==> src/rtl/count_mod_n.sv <==
// count_mod_n: modulo-N up/down counter with count enable and terminal-count flag
//
// Ports:
//   clk      in   1      rising-edge clock
//   rstn     in   1      asynchronous active-high reset, forces count to 0
//   enable   in   1      count enable; 0 holds the current value
//   up_down  in   1      1 counts up, 0 counts down
//   count    out  width  registered count, always within 0..modulo-1
//   tc       out  1      high in the cycle whose next edge wraps the counter
module count_mod_n #(
    parameter int modulo = 10,
    localparam int width = $clog2(modulo)
) (
    input  logic             clk,
    input  logic             rstn,
    input  logic             enable,
    input  logic             up_down,
    output logic [width-1:0] count,
    output logic             tc
);
    localparam logic [width-1:0] last = width'(modulo - 1);

    logic [width-1:0] count_nxt;

    // Out-of-range values cannot occur in normal operation; if one ever
    // appears it is sent back to 0 on the next enabled edge.
    always_comb begin
        count_nxt = count;
        if (enable)
            count_nxt = (count > last)  ? '0 :
                        up_down         ? ((count == last) ? '0 : count + 1'b1) :
                                          ((count == '0) ? last : count - 1'b1);
    end

    always_ff @(posedge clk or posedge rstn)
        if (rstn)
            count <= '0;
        else
            count <= count_nxt;

    assign tc = enable & (up_down ? (count == last) : (count == '0));
endmodule

==> config.mk <==
export PLATFORM = sky130hd
export DESIGN_NAME = count_mod_n
export DESIGN_NICKNAME = d
export VERILOG_FILES = /design/src/rtl/count_mod_n.sv
export SDC_FILE = /design/constraint.sdc
export NUM_CORES = 1
export LEC_CHECK = 0
export ABC_AREA = 1
export CORE_AREA = 2 2 39 41
export CTS_CLUSTER_SIZE = 20
export DETAILED_ROUTE_END_ITERATION = 10
export DIE_AREA = 0 0 41 43
export GPL_TIMING_DRIVEN = 0
export PLACE_DENSITY = 0.44
export SLEW_MARGIN = 20
export SYNTH_ARGS = -nofsm -noshare
export SYNTH_HDL_FRONTEND = slang
export SYNTH_SLANG_ARGS = --single-unit
==> constraint.sdc <==
create_clock -name clk -period 1.7 [get_ports clk]
set_input_delay 0.17 -clock clk [delete_from_list [all_inputs] [get_ports clk]]
set_output_delay 0.17 -clock clk [all_outputs]
set_load 0.02 [all_outputs]
# After elaboration in Yosys (flattened, before gate mapping)
# Index checks and enable logic that the tools add are counted.
# op_classes
n_addsub,2
n_lt_le_gt_ge,1
n_eq_ne,1
n_mux,5
bitwise,1
reduce_logical,1
# op_table
cell,n
4-bit 2-to-1 mux,4
"4-bit by 1-bit adder with 4-bit output, second input constant",1
"4-bit equality test, second input constant",1
"4-bit greater-than comparator, second input constant",1
4-bit logical NOT,1
"4-bit by 1-bit subtractor with 4-bit output, second input constant",1
1-bit bitwise AND,1
1-bit 2-to-1 mux,1
# totals
reg_bits,4
in_bits,4

# Depth between registers and ports, before layout
# logic_depth
word_depth,4
depth_mapped,8
depth_no_buf,8

# Least setup slack after synthesis
# OpenSTA, ideal clock, no wires.
# synth_timing
kind,register to output
start,reg count[0]
end,out tc
arrival_ps,1133
path_slack_ps,397
path_stages_with_launch,6
cell_sequence,dfrtp_1 -> nor2_1 -> nand2_1 -> nor2_1 -> nor2_1 -> nor2_1
# synth_via
elab_chain_cells,3
elab_cells_between_ends,4
# synth_rtl
element,line_no,text
from (decl),18,"output logic [width-1:0] count,"
from (signal assigned),39,count <= count_nxt;
4-bit equality test or 4-bit logical NOT (tied branches),41,assign tc = enable & (up_down ? (count == last) : (count == '0));
1-bit 2-to-1 mux (*),41,
1-bit bitwise AND (*),41,
to (decl),19,output logic tc
# Mark *: on every way between the ends. The rest lies on a longest branch, timed or not.

# Worst setup path in the final report
# layout_timing
start,reg count[3]
end,out count[3]
# No word-level cell between the ends.

==> impl_results.md <==
* Initial antenna violation count at 0
* Slowest CP cell: clkdlybuf4s50_1
* Gr ovfl total at 0
* Crit path cell chain: clkdlybuf4s50_1
* Post-route insts no fill at 81
* CTS tree: done
* Drt wl/cell at 8.568 µm
* DIE WIDTH at ~41 µm
* MaxCap Viol Count at 0
* Tightest Hold Check Type: in2async
* Root Driver: clkbuf_4
* Ratio of cells with drive above 1 in the final layout at 0.09231
* Pwr dens at 1876 mW/mm²
* Antenna viol nets, final at 0
* Synth warn at 0
* Max-slew headroom at 0.8114
* Die footprint at around 0.0018 mm²
* DRT Pass-1 Iters at 4
* Pre-CTS setup slack at -0.2375 ns
* Peak supply drop at 0.5737 mV
* CTS clk-pin slew, worst paths at 0.04 ns
* Crit Path Max Fanout at 7
* Buf+Inv Stages, Crit Path at 1
* Die H at ~43 µm
* Leak pwr at 0.2420 nW
* Biggest regs: count (4)
* Global-route wire length before repair at 1317 µm
* Arrival @ worst endpoint at 1.38 ns
* Max incr delay on CP at 0.66 ns
* # Post-CTS Setup Buffers at 0
* Unrepaired setup endpoints after global routing: false
* Vias in the first global route at 323
* Fillcell total at 165
* Final setup violation count at 0
* Via count at roughly 350
* Post-synthesis sequential area ratio at 0.3279
* Routability cong. at 0.7042
* Io pins at 9
* Number of remaining DRC errors at 0
* WS Path Type: reg2out
* Max Clock Freq at 643.5 MHz
* Critical Path Start Type: flip-flop
* Clock skew at 0.001662 ns
* DP Area at 405.4 µm²
* Largest net degree at the start of global routing at 8
* H-tree Lvls at 1
* Post-route cell area at 425.4 µm²
* Synth Area per Inst at 5.654 µm²
* CP Capture Type: output port
* Starting Density at 0.2206
* CTS buffer count at 3
* DRT Wirelength at 694 µm
* Syn_nets at 58
* Largest Register: count
* Kind of cell adding the most delay to the critical path: buffers and inverters
* Tightest Pin Transition at 0.2829 ns
* Gr usage total at 0.1160
* Port Buf Inserts at 8
* Synthesized area at between 300 and 400 µm²
* Cell count after synthesis at 54
* WP data required at 1.53 ns
* Area of the core at 0.001384 mm²
* Area occupied by registers at 100.1 µm²
* Post-route minimum period at 1.554 ns
* N_diodes at 0
* Final Max Tran Viols at 0
* Nets at a little over 70
* Hold-fix buffers at CTS at 0
* Clk_lat worst skew at approximately 0.23 ns
* Max FFs per register at 4
* CTS max path bufs at 2
* Std-Cell Rows at 14
* Setup WS post-layout at about 0.15 ns
* Tcrit/Tclk final at 0.9142
* Area grow syn2layout at 39.34%
* Final Hold Fails at 0
* Inst Count DP at 78
* Distinct cells, synth at 9
* Multi-input logic area at between 150 and 200 µm²
* Most common cell after layout, fill and taps aside: nand2_1
* Commonest non-fill, non-tap cells in the layout: nand2_1, inv_1, nor2_1, nand3_1, clkdlybuf4s50_1
* Vias per cell at 4.358
* Initial drt markers at 6
* Final core occ at 0.3074
* Clock sink total at 4
* Post-DP HPWL at around 580 µm
* Number of synthesized register bits at 4
* Run status: complete, no violations
where the power goes:
group	switching [mW]	total, mW	internal [mW]
registers	0.0878	0.228	0.141
clock network	0.0351	0.114	0.0787
logic	0.265	0.456	0.191
total	0.388	0.798	0.411
cell families (layout without fill, tap and decap cells):
kind of cell / after synthesis / count (layout) / share of synthesized area
and+or+nand+nor: 41 / 41 / 0.5369
buffers and inverters: 6 / 17 / 0.07377
DFF: 4 / 4 / 0.3279
AOI/OAI and AO/OA: 3 / 3 / 0.06145
cell usage after synthesis:
cell / instances / area [µm²]
dfrtp_1: 4 / 100.1
a21oi_2: 1 / 8.760
a21oi_1: 1 / 5.000
nor2_1: 6 / 22.52
nand3_1: 6 / 30.03
o21ai_1: 1 / 5.000
nand2_1: 28 / 105.1
inv_1: 6 / 22.52
nor2_2: 1 / 6.260
area by class of cell:
type,instances,share of cell area
clock buffer,3,0.05294
inverter,6,0.05294
multi-input combinational,44,0.4294
sequential,4,0.2353
tap,16,0.04706
timing repair buffer,8,0.1824
through the flow:
stage	total power [mW]	hold slack (ns)	setup TNS [ns]
2_1_floorplan	0.5240	-0.06392	0
3_3_place_gp	0.6966	0.3636	-0.2616
3_5_place_dp	0.6950	0.3607	-0.2375
4_1_cts	0.8126	0.1085	0
5_1_grt	0.8973	0.1680	0
6_report	0.7981	0.1171	0
worst paths after layout:
check | cells past startpoint | endpoint | from | slack (ns)
max in group asynchronous | 2 | count[3] | rstn | 1.44
worst min register to register | 2 | count[1] | count[1] | 0.61
worst max-delay path | 1 | count[3] | count[3] | 0.15
worst min-delay path | 2 | count[1] | rstn | 0.12
min in group clk | 5 | count[2] | up_down | 0.42
worst max register to register | 7 | count[2] | count[1] | 0.63
routing by layer:
metal | GRT usage | part of all wire
met1 | 0.1503 | 0.46
met3 | 0.03665 | 0.055
met4 | 0.1000 | 0
met2 | 0.1469 | 0.48
met5 | 0 | 0
what timing repair did:
action                                  4_1_cts  5_1_grt
resized for setup                             1        3
endpoints found under the setup margin        1        1
cloned                                        0        0
Note: power is estimated with default switching activity, not from simulation.
